<file path="src/rtl/synchro_counter_sr_param_if.sv">
// Control/data bundle for synchro_counter_sr_param: count-event inputs, preset/limit values and count outputs.
interface synchro_counter_sr_param_if #(
    parameter int unsigned WIDTH = 8
);
    logic             clk_in;
    logic             count_en;
    logic             up_down;
    logic             clear;
    logic             set;
    logic [WIDTH-1:0] presetValue;
    logic [WIDTH-1:0] limit;
    logic             capture;
    logic [WIDTH-1:0] out;
    logic             carry;
    logic [WIDTH-1:0] captured;

    modport master (
        output clk_in, count_en, up_down, clear, set, presetValue, limit, capture,
        input  out, carry, captured
    );

    modport slave (
        input  clk_in, count_en, up_down, clear, set, presetValue, limit, capture,
        output out, carry, captured
    );
endinterface

</file>
<file path="src/rtl/synchro_counter_sr_param.sv">
// WIDTH-bit up/down modulus counter stepped by synchronised rising edges of clk_in.
// Optional snapshot register enabled by macro SYNCHRO_COUNTER_CAPTURE_EN.
module synchro_counter_sr_param #(
    parameter int unsigned WIDTH       = 8,
    parameter int unsigned SYNC_STAGES = 2
) (
    input logic                      qzt_clk,
    input logic                      reset_n,
    synchro_counter_sr_param_if.slave bus
);
    localparam int unsigned TW = WIDTH + 1;

    logic             synced_c;
    logic             edge_prev_q;
    logic             edge_prev_d;
    logic             step_c;
    logic [WIDTH:0]   term_c;
    logic [WIDTH-1:0] out_q;
    logic [WIDTH-1:0] out_d;
    logic             carry_q;
    logic             carry_d;

    // clk_in synchroniser; zero stages means the line is already qzt-synchronous
    generate
        if (SYNC_STAGES > 0) begin : g_sync
            logic [SYNC_STAGES-1:0] sync_q;
            logic [SYNC_STAGES-1:0] sync_d;

            always_comb sync_d = SYNC_STAGES'({sync_q, bus.clk_in});

            always_ff @(posedge qzt_clk or negedge reset_n) begin
                if (!reset_n) sync_q <= '0;
                else          sync_q <= sync_d;
            end

            assign synced_c = sync_q[SYNC_STAGES-1];
        end else begin : g_nosync
            assign synced_c = bus.clk_in;
        end
    endgenerate

    always_comb begin
        edge_prev_d = synced_c;
        step_c      = synced_c & ~edge_prev_q & bus.count_en;
    end

    // limit of zero selects the full 2^WIDTH range
    always_comb begin
        term_c = {1'b0, {WIDTH{1'b1}}};
        if (bus.limit != '0) term_c = {1'b0, bus.limit} - TW'(1);
    end

    always_comb begin
        out_d   = out_q;
        carry_d = 1'b0;
        if (bus.clear) begin
            out_d = '0;
        end else if (bus.set) begin
            if ({1'b0, bus.presetValue} <= term_c) out_d = bus.presetValue;
            else                                   out_d = term_c[WIDTH-1:0];
        end else if (step_c) begin
            if (bus.up_down) begin
                if ({1'b0, out_q} >= term_c) begin
                    out_d   = '0;
                    carry_d = 1'b1;
                end else begin
                    out_d = out_q + WIDTH'(1);
                end
            end else begin
                if ((out_q == '0) || ({1'b0, out_q} > term_c)) begin
                    out_d   = term_c[WIDTH-1:0];
                    carry_d = 1'b1;
                end else begin
                    out_d = out_q - WIDTH'(1);
                end
            end
        end
    end

    always_ff @(posedge qzt_clk or negedge reset_n) begin
        if (!reset_n) begin
            edge_prev_q <= 1'b0;
            out_q       <= '0;
            carry_q     <= 1'b0;
        end else begin
            edge_prev_q <= edge_prev_d;
            out_q       <= out_d;
            carry_q     <= carry_d;
        end
    end

    assign bus.out   = out_q;
    assign bus.carry = carry_q;

`ifdef SYNCHRO_COUNTER_CAPTURE_EN
    logic             cap_synced_c;
    logic             cap_prev_q;
    logic             cap_prev_d;
    logic [WIDTH-1:0] captured_q;
    logic [WIDTH-1:0] captured_d;

    generate
        if (SYNC_STAGES > 0) begin : g_cap_sync
            logic [SYNC_STAGES-1:0] cap_sync_q;
            logic [SYNC_STAGES-1:0] cap_sync_d;

            always_comb cap_sync_d = SYNC_STAGES'({cap_sync_q, bus.capture});

            always_ff @(posedge qzt_clk or negedge reset_n) begin
                if (!reset_n) cap_sync_q <= '0;
                else          cap_sync_q <= cap_sync_d;
            end

            assign cap_synced_c = cap_sync_q[SYNC_STAGES-1];
        end else begin : g_cap_nosync
            assign cap_synced_c = bus.capture;
        end
    endgenerate

    // snapshot takes the pre-step value; clear does not touch it
    always_comb begin
        cap_prev_d = cap_synced_c;
        captured_d = captured_q;
        if (cap_synced_c && !cap_prev_q) captured_d = out_q;
    end

    always_ff @(posedge qzt_clk or negedge reset_n) begin
        if (!reset_n) begin
            cap_prev_q <= 1'b0;
            captured_q <= '0;
        end else begin
            cap_prev_q <= cap_prev_d;
            captured_q <= captured_d;
        end
    end

    assign bus.captured = captured_q;
`else
    logic unused_capture;
    assign unused_capture = bus.capture;
    assign bus.captured   = '0;
`endif

endmodule

</file>
<file path="src/flat_wrapper.sv">
// flat-port wrapper written by rule: the top's interface ports become plain ports
module synchro_counter_sr_param_flat 
#(
    parameter int unsigned WIDTH       = 8,
    parameter int unsigned SYNC_STAGES = 2
)
  (qzt_clk, reset_n, bus_clk_in, bus_count_en, bus_up_down, bus_clear, bus_set, bus_presetValue, bus_limit, bus_capture, bus_out, bus_carry, bus_captured);
  synchro_counter_sr_param_if #(.WIDTH(WIDTH)) bus_i ();
  input logic qzt_clk;
  input logic reset_n;
  input wire logic [$bits(bus_i.clk_in)-1:0] bus_clk_in;
  input wire logic [$bits(bus_i.count_en)-1:0] bus_count_en;
  input wire logic [$bits(bus_i.up_down)-1:0] bus_up_down;
  input wire logic [$bits(bus_i.clear)-1:0] bus_clear;
  input wire logic [$bits(bus_i.set)-1:0] bus_set;
  input wire logic [$bits(bus_i.presetValue)-1:0] bus_presetValue;
  input wire logic [$bits(bus_i.limit)-1:0] bus_limit;
  input wire logic [$bits(bus_i.capture)-1:0] bus_capture;
  output wire logic [$bits(bus_i.out)-1:0] bus_out;
  output wire logic [$bits(bus_i.carry)-1:0] bus_carry;
  output wire logic [$bits(bus_i.captured)-1:0] bus_captured;
  assign bus_i.clk_in = bus_clk_in;
  assign bus_i.count_en = bus_count_en;
  assign bus_i.up_down = bus_up_down;
  assign bus_i.clear = bus_clear;
  assign bus_i.set = bus_set;
  assign bus_i.presetValue = bus_presetValue;
  assign bus_i.limit = bus_limit;
  assign bus_i.capture = bus_capture;
  assign bus_out = bus_i.out;
  assign bus_carry = bus_i.carry;
  assign bus_captured = bus_i.captured;
  synchro_counter_sr_param #(.WIDTH(WIDTH), .SYNC_STAGES(SYNC_STAGES)) u_core (.qzt_clk(qzt_clk), .reset_n(reset_n), .bus(bus_i));
endmodule
</file>
<file path="config.mk">
export PLATFORM = sky130hd
export DESIGN_NAME = synchro_counter_sr_param_flat
export DESIGN_NICKNAME = d
export VERILOG_FILES = /design/src/rtl/synchro_counter_sr_param_if.sv /design/src/rtl/synchro_counter_sr_param.sv /design/src/flat_wrapper.sv
export SDC_FILE = /design/constraint.sdc
export NUM_CORES = 1
export LEC_CHECK = 0
export CELL_PAD_IN_SITES_DETAIL_PLACEMENT = 1
export CELL_PAD_IN_SITES_GLOBAL_PLACEMENT = 2
export CORE_ASPECT_RATIO = 1.2
export CORE_MARGIN = 2
export CORE_UTILIZATION = 29
export DETAILED_ROUTE_END_ITERATION = 16
export PLACE_DENSITY_LB_ADDON = 0.1
export SLEW_MARGIN = 0
export SYNTH_ARGS = -nofsm -noshare
export SYNTH_HDL_FRONTEND = slang
export SYNTH_SLANG_ARGS = --single-unit
</file>
<file path="constraint.sdc">
create_clock -name qzt_clk -period 3.5 [get_ports qzt_clk]
set_clock_uncertainty 0.2 [all_clocks]
set_input_delay 0.7 -clock qzt_clk [delete_from_list [all_inputs] [get_ports qzt_clk]]
set_output_delay 0.7 -clock qzt_clk [all_outputs]
set_load 0.03 [all_outputs]
</file>
== Word-level counts from Yosys, hierarchy flattened ==
Index checks and enable logic that the tools add are counted.

* Input port bits: 24
* Bits in registers: 12
* Output and inout port bits: 17
* Word-level logic and storage cells: 31

* Multiplexer cells: 14
* Reductions and logical operators: 4
* Bitwise gates (word level): 3
* Magnitude comparators: 3
* Add/subtract/negate cells: 3

{| class="wikitable"
|+ Operators with widths
! cell !! number
|-
| $mux 8 || 7
|-
| $ge 8x9->1 || 1
|-
| $gt 8x9->1 || 1
|-
| $le 8x9->1 || 1
|-
| $mux 9 || 1
|-
| $sub 8x1->9 const B || 1
|-
| $add 8x1->8 const B || 1
|-
| $logic_not 8->1 || 1
|-
| $reduce_bool 8->1 || 1
|-
| $sub 8x1->8 const B || 1
|-
| $mux 1 || 6
|-
| $reduce_bool 3->1 || 1
|-
| $and 1x1->1 || 2
|-
| $logic_or 1x1->1 || 1
|-
| $not 1->1 || 1
|}

== Logic depth before layout (Yosys ltp) ==
* Word-level depth: 9
* Mapped depth: 13
* Gate-level depth less buffers: 13

== Least setup slack after synthesis ==
OpenSTA, ideal clock, no wires.

* Path type: input port to flip-flop
* Start point: input port bus_limit[4]
* End point: register u_core.out_q[1], in the netlist u_core.bus.out[1]
* Data required time: 3,174 ps
* Data arrival time: 3,486 ps
* Setup slack: -312 ps
* Path buffers: 0
* Cell stages on the path: 10
* Library setup time: 126 ps
* Path through: nor4_1 a21oi_1 o31ai_1 inv_1 ha_1 nand3_1 or3_1 a211oi_2 mux2_2 o311a_1

* Longest elaborated chain between the ends: 9
* Elaborated cells on any way between the ends: 14
* Those cells by class: add/sub (1); order compare (3); mux (8); reduce/logical (2)

{| class="wikitable"
|+ RTL lines
! what !! line !! source
|-
| from (decl) || flat_wrapper.sv:17 || <nowiki>input wire logic [$bits(bus_i.limit)-1:0] bus_limit;</nowiki>
|-
| $sub 8x1->9 / $reduce_bool 8->1 (equally long branches) || synchro_counter_sr_param.sv:50 || <nowiki>if (bus.limit != '0) term_c = {1'b0, bus.limit} - TW'(1);</nowiki>
|-
| $mux 9 (*) || synchro_counter_sr_param.sv:50 ||
|-
| $gt 8x9->1 || synchro_counter_sr_param.sv:70 || <nowiki>if ((out_q == '0) || ({1'b0, out_q} > term_c)) begin</nowiki>
|-
| $logic_or 1x1->1 || synchro_counter_sr_param.sv:70 ||
|-
| $mux 8 || synchro_counter_sr_param.sv:70 ||
|-
| $mux 8 || synchro_counter_sr_param.sv:62 || <nowiki>if (bus.up_down) begin</nowiki>
|-
| $mux 8 || synchro_counter_sr_param.sv:61 || <nowiki>end else if (step_c) begin</nowiki>
|-
| $mux 8 (*) || synchro_counter_sr_param.sv:58 || <nowiki>end else if (bus.set) begin</nowiki>
|-
| $mux 8 (*) || synchro_counter_sr_param.sv:56 || <nowiki>if (bus.clear) begin</nowiki>
|-
| to (signal assigned) || synchro_counter_sr_param.sv:87 || <nowiki>out_q <= out_d;</nowiki>
|-
| to (decl) || synchro_counter_sr_param.sv:18 || <nowiki>logic [WIDTH-1:0] out_q;</nowiki>
|}

Mark *: on every way between the ends. The rest lies on a longest branch, timed or not. The select of a mux whose other input is x is not followed.
A chain may end at the register's enable or synchronous reset.

== Worst setup path after layout ==
* Start point: input port bus_limit[0]
* End point: register u_core.out_q[1], in the netlist u_core.bus.out[1]

The elaborated chain is that of the path after synthesis.

==> results <==
- The run finished, with violations left.
- The checks that failed: negative setup slack.
- The longest clock path from root to sink contains 2 buffers.
- For this block, the via count after detailed routing is 2006.
- For this run, the number of standard cells in the final layout without fillers is roughly 380.
- The synthesized design contains 12 register bits.
- The type of the worst setup path is in -> reg.
- The number of antenna diodes in the final layout is 0.
- The first-pass GRT wire length is 10700 um.
- The maximum fanout count along the critical path is 3.
- The startpoint identified for the worst register-to-register timing path is u_core.bus.out[2].
- The TritonCTS buffer count is 3.
- The register share of total power is 20.0%.
- Synthesis instantiated 59 different standard cells from the library.
- The weighted congestion reported at the end of routability-driven placement is 0.864.
- The cell area after synthesis is around 0.0018 mm2.
- The switching power of the nets is 0.000372 W.
- The number of pins with negative max-slew slack in the final report came to 0.
- Per report_power, the clock group accounts for 17.5% of the total.
- During placement, the flow inserted port buffers numbering 31.
- At the placement stage, the worst setup path has a slack of -0.828 ns.
- The core outline area is around 0.006 mm2.
- After detailed routing, the number of remaining DRC violations is 0.
- The proportion of total power due to net switching is between 40% and 50%.
- The final-report setup violation count is 4.
- Entering global routing, the biggest net connects 15 pins.
- In this run, post-CTS hold repair placed 0 buffers.
- The die is 75.6 um wide.
- Global routing used 20.9% of the available tracks across all layers.
- For this design the static power due to leakage is ~1.2 nW.
- Once the floorplan was initialized, standard cells occupied 29.8% of the core.
- The floorplan step defined a die boundary enclosing 0.00679 mm2.
- After layout, the minimum clock period comes to 3.52 ns.
- The worst hold path class is reg -> reg.
- CTS built an H-tree with a depth of 1.
- CTS saw 12 sinks.
- In the final timing run, aggregate negative setup slack is -0.0290 ns.
- Detailed placement ended at an HPWL of 5740 um.
- The share of synthesized registers carrying an async set or reset is 100%.
- The number of nets still failing antenna checks after routing is 0.
- The minimum setup slack in the final design is -0.0207 ns.
- The critical path starts at bus_limit[0].
- The critical path capture point type is a flop.
- After filler insertion, the fill cell instance count of the layout stands at 717.
- For the pin with the worst max-slew slack, the measured transition is 0.838 ns.
- Of the synthesized area, sequential elements account for 16.9%.
- Setup repair after global routing could not meet its margin everywhere.
- The total of max-cap violations is 0.
- The mean number of vias per cell is 5.34.
- The share of total power dissipated in combinational logic is between 60 and 70%.
- The DRC violation total after the first TritonRoute iteration is 72.
- The worst slew margin relative to its limit is 43.4%.
- The cell sitting at the root of the clock tree is a clkbuf_8.
- Measured along the y axis, the die boundary spans 89.9 um.
- After synthesis, the cell types taking the most area are dfrtp_1, ha_1, nand3_1, xnor2_1, a21oi_1.
- The internal power of the cells totals 0.000502 W.
- The most used flip-flop cell after synthesis is dfrtp_1.
- Leaving out fill and tap cells, the most frequent cells in the layout are buf_4, clkdlybuf4s50_1, ha_1, nand2_1, nand3_1.
- The final net count is between 300 and 400.
- The worst-case IR drop observed on VDD is 0.109 mV.
- The highest clock frequency the design can meet is 284 MHz.
- Relative to the synthesized area, the layout overhead comes to 56.0%.
- The count of flip-flops with a built-in enable after synthesis is 0.
- The fraction of layout instances using a drive strength above 1 is a little over a third.
- STA classifies the critical path startpoint as an input pin.
- The via count of the first global-routing pass is a little over 2000.
- For this design the top-level I/O count stands at 41.
- The share of the synthesized area in the top cell type is 16.9%.
- The share of the cycle needed by the critical path after routing is 101%.
- Summed over all instances, the cell type with the most area after synthesis is dfrtp_1.
- The clock tree from TritonCTS is yes.
- The power density over cell area is 314 mW/mm2.
- The initial antenna violation count is 0.
- The final-report hold violation count was 0.
- During synthesis, Yosys emitted a total of 0 warnings.
- The start point of the worst min-delay path is u_core.g_sync.sync_q[0].
- After detailed routing, the average wire length per cell comes to 18.7 um.
- At the worst endpoint, the required time is 3.43 ns.
- The leading cell type in the layout, fill and taps excluded is buf_4.
- The cell count after synthesis is 218.
- Clock-pin slew was measured on the worst setup and hold paths at 0.05 ns.
- The pre-antenna-repair detailed-routing pass consisted of 4 iterations.
- The count of placed standard cells including taps is 363.
- The signal arrival time at the worst endpoint is 3.45 ns.
- The mean instance size in the synthesized netlist is 8.17 um2.
- The total power is 0.000874 W.
- The total congestion overflow is 0.
- Row generation in the floorplan step produced 31 rows.
- The clock latency on the worst-skew pair is 0.24 ns.
- The total length of routed wires is 7050 um.
worst paths after layout:
check / to / slack, ns / cells past startpoint
max in group asynchronous: u_core.edge_prev_q / 2.13 / 1
worst max-delay path: u_core.bus.out[1] / -0.02 / 14
min in group asynchronous: u_core.bus.out[4] / 0.61 / 1
worst min register to register: u_core.g_sync.sync_q[1] / 0.16 / 0
worst min-delay path: u_core.g_sync.sync_q[1] / 0.16 / 0
worst max register to register: u_core.bus.out[6] / 0.42 / 7
flip-flops by register name, indices dropped and copies added (netlist names):
signal	count
u_core.edge_prev_q	1
u_core.bus.out	8
u_core.g_sync.sync_q	2
u_core.bus.carry	1
worst max-delay path, stage by stage:
cell and delay, ns:
buf_8 0.10, inv_8 0.05, ha_4 0.12, or4b_4 0.49
a21oi_2 0.15, o22ai_2 0.09, ha_1 0.30, and2_4 0.14
a221o_1 0.34, buf_4 0.16, a31oi_4 0.18, a31oi_2 0.13
a21boi_0 0.16, o311a_1 0.34
layer usage:
metal  track usage (%)  part of all wire, %  vias to the layer above
li1                  -                    -                      963
met1              23.8                   39                      974
met2              39.1                   55                       51
met3              1.12                  2.2                       18
met4              7.31                  3.4                        0
met5                 0                    0                        -
area by class of cell:
cell class	count	area (um2)	share of cell area, %
timing repair buffer	79	681	24.5
inverter	15	76.3	2.75
sequential	12	300	10.8
tap	82	103	3.69
clock buffer	4	55.1	1.98
multi-input combinational	184	1560	56.3
per-stage QoR:
step	hold slack (ns)	instance area (um2)	util, %
3_3_place_gp	0.138	2500	41.8
4_1_cts	0.158	2690	45.1
6_report	0.156	2780	46.5
3_5_place_dp	0.146	2500	41.8
5_1_grt	0.169	2780	46.5
2_1_floorplan	0.131	1880	-
power groups by stage:
| stage | Sequential [W] | Combinational, W | Clock (W) |
|---|---|---|---|
| 2_1_floorplan | 0.000197 | 0.000256 | 0 |
| 3_3_place_gp | 0.000177 | 0.000480 | 0 |
| 3_5_place_dp | 0.000177 | 0.000482 | 0 |
| 4_1_cts | 0.000175 | 0.000520 | 0.000154 |
| 5_1_grt | 0.000176 | 0.000591 | 0.000162 |
| 6_report | 0.000175 | 0.000546 | 0.000153 |
synthesized netlist by cell type, types with 3 or more instances:
cell      count
a21oi_1      12
a221oi_1      3
a31oi_1       5
a32oi_1       4
buf_4         8
clkbuf_1      4
dfrtp_1      12
ha_1         21
inv_1        15
mux2i_1       6
nand2_1      14
nand3_1      18
nor2_1        9
nor3_1        6
nor4_1        4
o211ai_1      4
o21ai_0       6
o21bai_1      4
or3_1         3
xnor2_1       8
xor2_1        5
timing repair:
| item | in CTS | in global routing |
|---|---|---|
| setup endpoints to repair | 9 | 8 |
| pin swaps | 21 | 16 |
| cloned | 0 | 0 |
| gates resized for setup | 59 | 13 |
| buffers inserted | 7 | 3 |
logic make-up (layout without fill, tap and decap cells):
kind of cell	Yosys count	after routing	synth area share, %
AND/OR/NAND/NOR	73	73	22.6
adder cells (fa/ha/maj)	21	21	14.7
XOR/XNOR	13	13	6.39
other	1	8	0.210
buffers and inverters	29	98	8.78
flip-flops	12	12	16.9
multiplexers	8	8	4.63
AO/OA/AOI/OAI	61	61	25.8
Power figures use the tool's default switching activity.
